[config.mk]
export PLATFORM = sky130hd
export DESIGN_NAME = bmem_line_arbiter
export DESIGN_NICKNAME = d
export VERILOG_FILES = /design/src/rtl/bmem_arb_pkg.sv /design/src/rtl/bmem_line_arbiter.sv
export SDC_FILE = /design/constraint.sdc
export NUM_CORES = 1
export LEC_CHECK = 0
export CORE_AREA = 2 2 396 398
export CTS_CLUSTER_SIZE = 14
export DETAILED_ROUTE_END_ITERATION = 8
export DIE_AREA = 0 0 398 400
export PLACE_DENSITY = 0.48
export SYNTH_ARGS = -nofsm -noshare
export SYNTH_HDL_FRONTEND = slang
export SYNTH_SLANG_ARGS = --single-unit
[constraint.sdc]
create_clock -name clk -period 2.3 [get_ports clk]
set_input_delay 0.345 -clock clk [delete_from_list [all_inputs] [get_ports clk]]
set_output_delay 0.345 -clock clk [all_outputs]
set_load 0.02 [all_outputs]
[src/rtl/bmem_arb_pkg.sv]
// Shared types for the bmem line arbiter: FSM states, owner tag and beat count.
package bmem_arb_pkg;

  typedef enum logic [2:0] {IDLE, RD_CMD, RD_WAIT, WR_BEAT, RESP} arb_state_t;
  typedef enum logic {OWN_I, OWN_D} owner_t;

  localparam int BEATS = 4;

endpackage

[src/rtl/bmem_line_arbiter.sv]
// Round-robin arbiter sharing one 64-bit burst bmem port between I-cache and D-cache line ports.
// Each grant moves one 256-bit line as 4 beats and runs to completion before the next grant.
module bmem_line_arbiter
  import bmem_arb_pkg::*;
#(
  parameter int ADDR_W = 32,
  parameter int LINE_W = 256,
  parameter int BEAT_W = 64
) (
  input  logic              clk,
  input  logic              rst,
  input  logic [ADDR_W-1:0] i_dfp_addr,
  input  logic              i_dfp_read,
  output logic [LINE_W-1:0] i_dfp_rdata,
  output logic              i_dfp_resp,
  input  logic [ADDR_W-1:0] d_dfp_addr,
  input  logic              d_dfp_read,
  input  logic              d_dfp_write,
  input  logic [LINE_W-1:0] d_dfp_wdata,
  output logic [LINE_W-1:0] d_dfp_rdata,
  output logic              d_dfp_resp,
  output logic [ADDR_W-1:0] bmem_addr,
  output logic              bmem_read,
  output logic              bmem_write,
  output logic [BEAT_W-1:0] bmem_wdata,
  input  logic              bmem_ready,
  input  logic [BEAT_W-1:0] bmem_rdata,
  input  logic              bmem_rvalid
);

  localparam logic [1:0]        LAST_BEAT  = 2'(BEATS - 1);
  localparam logic [ADDR_W-1:0] ALIGN_MASK = {{(ADDR_W-5){1'b1}}, 5'b0};

  arb_state_t        state_q, state_d;
  logic [1:0]        cnt_q, cnt_d;
  logic [LINE_W-1:0] buf_q, buf_d;
  owner_t            owner_q, owner_d;
  owner_t            last_q, last_d;
  logic [ADDR_W-1:0] addr_q, addr_d;
  logic [LINE_W-1:0] wdata_q, wdata_d;
  logic              is_wr_q, is_wr_d;

  logic   i_req, d_req, grant_wr;
  owner_t grant;

  assign i_req    = i_dfp_read;
  assign d_req    = d_dfp_read | d_dfp_write;
  // On a tie the requester that was not served last wins.
  assign grant    = (i_req && d_req) ? ((last_q == OWN_I) ? OWN_D : OWN_I)
                                     : (d_req ? OWN_D : OWN_I);
  // A D-side read+write pair serves the writeback first; the held read re-arbitrates later.
  assign grant_wr = (grant == OWN_D) && d_dfp_write;

  always_comb begin
    state_d = state_q;
    cnt_d   = cnt_q;
    buf_d   = buf_q;
    owner_d = owner_q;
    last_d  = last_q;
    addr_d  = addr_q;
    wdata_d = wdata_q;
    is_wr_d = is_wr_q;
    unique case (state_q)
      IDLE: begin
        if (i_req || d_req) begin
          owner_d = grant;
          is_wr_d = grant_wr;
          addr_d  = ((grant == OWN_I) ? i_dfp_addr : d_dfp_addr) & ALIGN_MASK;
          if (grant_wr) wdata_d = d_dfp_wdata;
          state_d = grant_wr ? WR_BEAT : RD_CMD;
        end
      end
      RD_CMD: begin
        if (bmem_ready) state_d = RD_WAIT;
      end
      RD_WAIT: begin
        if (bmem_rvalid) begin
          buf_d[int'(cnt_q)*BEAT_W +: BEAT_W] = bmem_rdata;
          cnt_d = cnt_q + 2'd1;
          if (cnt_q == LAST_BEAT) state_d = RESP;
        end
      end
      WR_BEAT: begin
        if (bmem_ready) begin
          cnt_d = cnt_q + 2'd1;
          if (cnt_q == LAST_BEAT) state_d = RESP;
        end
      end
      RESP: begin
        cnt_d   = '0;
        last_d  = owner_q;
        state_d = IDLE;
      end
      default: state_d = IDLE;
    endcase
  end

  always_ff @(posedge clk or negedge rst) begin
    if (!rst) begin
      state_q <= IDLE;
      cnt_q   <= '0;
      buf_q   <= '0;
      owner_q <= OWN_I;
      last_q  <= OWN_D;
      addr_q  <= '0;
      wdata_q <= '0;
      is_wr_q <= 1'b0;
    end else begin
      state_q <= state_d;
      cnt_q   <= cnt_d;
      buf_q   <= buf_d;
      owner_q <= owner_d;
      last_q  <= last_d;
      addr_q  <= addr_d;
      wdata_q <= wdata_d;
      is_wr_q <= is_wr_d;
    end
  end

  // Outputs decode straight from state so an async reset clears them immediately.
  assign bmem_read   = (state_q == RD_CMD);
  assign bmem_write  = (state_q == WR_BEAT);
  assign bmem_addr   = (bmem_read || bmem_write) ? addr_q : '0;
  assign bmem_wdata  = bmem_write ? wdata_q[int'(cnt_q)*BEAT_W +: BEAT_W] : '0;
  assign i_dfp_resp  = (state_q == RESP) && (owner_q == OWN_I);
  assign d_dfp_resp  = (state_q == RESP) && (owner_q == OWN_D);
  assign i_dfp_rdata = (owner_q == OWN_I) ? buf_q : '0;
  assign d_dfp_rdata = (owner_q == OWN_D) ? buf_q : '0;

endmodule

==> results.yml <==
yosys:
  ys_ff_latch: 546
  synthTopCellsByArea: "dfrtp_1 49%, mux2_2 7.0%, mux2_4 6.6%, and2_1 6.5%, nand4_1 5.7%"
  synth_area_um2: 27800
  synth_top_cell_area_share: 0.491
  avgSynthCellArea_um2: 10.7
  synth_edf_count: 0
  yosysSeqAreaShare: 0.492
  yosysUniqueCellTypes: 38
  netlist_instances: 2587
  async_flop_share: 1.00
  synth_top_cell_by_area: "dfrtp_1"
  yosysWarnings: 0
  synthFlopType: "dfrtp_1"
cells_and_area:
  ff_latch_area_um2: 13700
  fillers: 16300
  nets: 4068
  fin_util: 0.290
  multiInputGateArea_um2: 12500
  syn2layout_area_growth_pct: 61.6
  drive_gt1_frac: 0.388
min_path:
  holdCritStartpoint: "d_dfp_wdata[139]"
  hold_depth: 2
  hold_class: "input port to flip-flop"
  min_to: "wdata_q[139]"
sta:
  rsz0062_at_grt: "true"
  skew_ps: 24.1
  min_period_over_period: 1.20
  setup_ws_ps: -454
  finalSetupViolCount: 543
  worst_slew_pin_slew_ps: 727
  period_minus_slack_ps: 2750
  finalHoldViolCount: 0
  max_slew_margin: 0.515
  max_freq_mhz: 363
  finalMaxSlewViolations: 0
  fin_hold_ws_ps: 297
critical_path:
  cp.required_ps: 1960
  crit_fanout: 8
  cp-start-kind: "flip-flop"
  crit_arrival_ps: 2410
  r2r-start: "cnt_q[0]"
  r2r_cells: 9
  reg2reg_to: "buf_q[143]"
  critPathCaptureType: "output port"
  crit_type: "flip-flop to output port"
  r2r_setup_slack_ps: -160
flow_run:
  maxCapViolCount: 0
floorplanning:
  die_x_um: 398
  core_area_um2: 155000
  die_area_um2: 159000
  placementRows: 145
  start_util: 0.179
  die_y_um: 400
  io_pins: 1003
detailed_routing:
  via_per_inst: 4.29
  drtAntennaViolNets: 0
  firstDrtPassIters: 5
  vias: 24800
  drt-initial-drc-count: 1979
  wl_per_cell_um: 26.0
  drc: 0
  wl_mm: 150
place:
  numPortBuffers: 987
  dp_hpwl_mm: 114
  gp_congestion: 0.858
cts:
  root_buffer: "clkbuf_16"
  cts.sinks: 546
  tritoncts: "yes"
  cts_buffer_depth: 3
  path_clk_slew_ps: 60
  htreeDepth: 3
  clk_latency_ps: 640
  cts_buffers: 73
pwr:
  powerDensity_nw_per_um2: 1480
  power.leakage_uw: 0.0204
  vdd_drop_max_mv: 0.572
grt:
  overflow: 0
  grt_pass1_vias: 25400
  grt_usage: 0.176
  grt_antenna_before_repair: 31
  grt_max_degree: 76
  grt_pass1_wl_mm: 200
outcome:
  status: "finished, violations left"
  violations: "negative setup slack"
==> sequential cells by signal, summed over array words and instances, names as in the netlist <==
| signal | flops |
|---|---|
| wdata_q | 256 |
| last_q | 1 |
| owner_q | 1 |
| cnt_q | 2 |
| buf_q | 256 |
| state_q | 3 |
| addr_q | 27 |
==> layout make-up <==
cell class	count	share of cell area
Sequential cell	546	0.304
Inverter	259	0.0217
Clock inverter	16	0.00407
Clock buffer	113	0.0487
Tap cell	2058	0.0573
Timing Repair Buffer	1247	0.284
Multi-Input combinational cell	1544	0.279
Antenna cell	6	0.000334
==> how the worst max path moves through the flow <==
| stage | from | endpoint | slack (ps) | cells after the start |
|---|---|---|---|---|
| finish | cnt_q[0] | bmem_wdata[0] | -450 | 7 |
| global route | cnt_q[0] | bmem_wdata[0] | -540 | 7 |
| CTS | cnt_q[0] | bmem_wdata[44] | -560 | 6 |
| detailed placement | cnt_q[0] | bmem_wdata[51] | -210 | 4 |
| global placement | cnt_q[0] | bmem_wdata[16] | -190 | 4 |
| floorplan | cnt_q[0] | buf_q[200] | 90 | 9 |
==> synthesized netlist by cell type (2+ instances only) <==
master,n
a21o_1,2
a21oi_1,5
and2_1,288
and3_1,66
buf_1,9
buf_2,73
buf_4,10
buf_6,41
clkbuf_1,109
dfrtp_1,545
ha_1,6
inv_1,259
mux2_1,20
mux2_2,172
mux2_4,122
mux4_2,64
nand2_1,4
nand4_1,254
nor2_1,256
nor2b_1,4
nor3_1,3
nor3b_1,4
nor4_1,2
o21ai_0,157
o21ai_1,99
==> cells in the final DEF, fill, tap and decap left out, types with 153 or more instances in the layout <==
cell type and count:
clkdlybuf4s50_1 379, buf_4 306, dfrtp_1 540, nand4_1 254, buf_12 153, inv_1 258, o21ai_0 157, clkbuf_2 158
mux2_2 172, nor2_1 203, and2_1 268
==> report_power, final <==
part	total, uW	switching, uW	leakage (uW)	internal (uW)
registers	16800	2670	0.00680	14100
clock network	11600	4690	0.00116	6860
logic	38000	20000	0.0125	18000
==> cell families after synthesis <==
| group | synth area share |
|---|---|
| AOI/OAI and AO/OA | 0.0489 |
| xor gates and xnor gates | 0.000315 |
| adders and majority gates | 0.00270 |
| buffers and inverters | 0.0834 |
| DFF | 0.492 |
| muxes | 0.196 |
| other | 0.000135 |
| and+or+nand+nor | 0.177 |
==> metrics by stage <==
step           cells  instance area (um^2)  setup WS [ps]  TNS (ps)  total power, uW
5_1_grt         5784                 44900           -537   -136230            69900
4_1_cts         5731                 44600           -564   -228480            65600
6_report        5789                 44900           -454    -63760            66400
3_5_place_dp    5577                 41700           -205     -9310            52500
2_1_floorplan   2591                 27800           94.9         0            34500
3_3_place_gp    5577                 41700           -189     -8920            52300
==> layer usage <==
layer	share of wire	global-route usage	routed length (um)	vias up
met2	0.49	0.300	73100	1052
met4	0.035	0.0554	5300	14
met3	0.089	0.0569	13500	214
met1	0.39	0.210	58500	12600
met5	0.00063	0	94	-
li1	-	-	-	11000
==> what timing repair did <==
action | in CTS | in global routing
pin swaps | 17 | 32
hold endpoints to repair | 28 | 0
setup buffers | 21 | 37
hold buffers | 1 | 0
resized for setup | 640 | 1066
cloned | 3 | 20
endpoints found under the setup margin | 657 | 831
==> critical path, cell delays in order (launching register included) <==
cell and delay [ps]:
dfrtp_4 500, buf_12 170, buf_12 140, buf_4 130, buf_6 100, mux4_2 400
and3_4 180, buf_6 130
(Power assumes the default switching activity.)
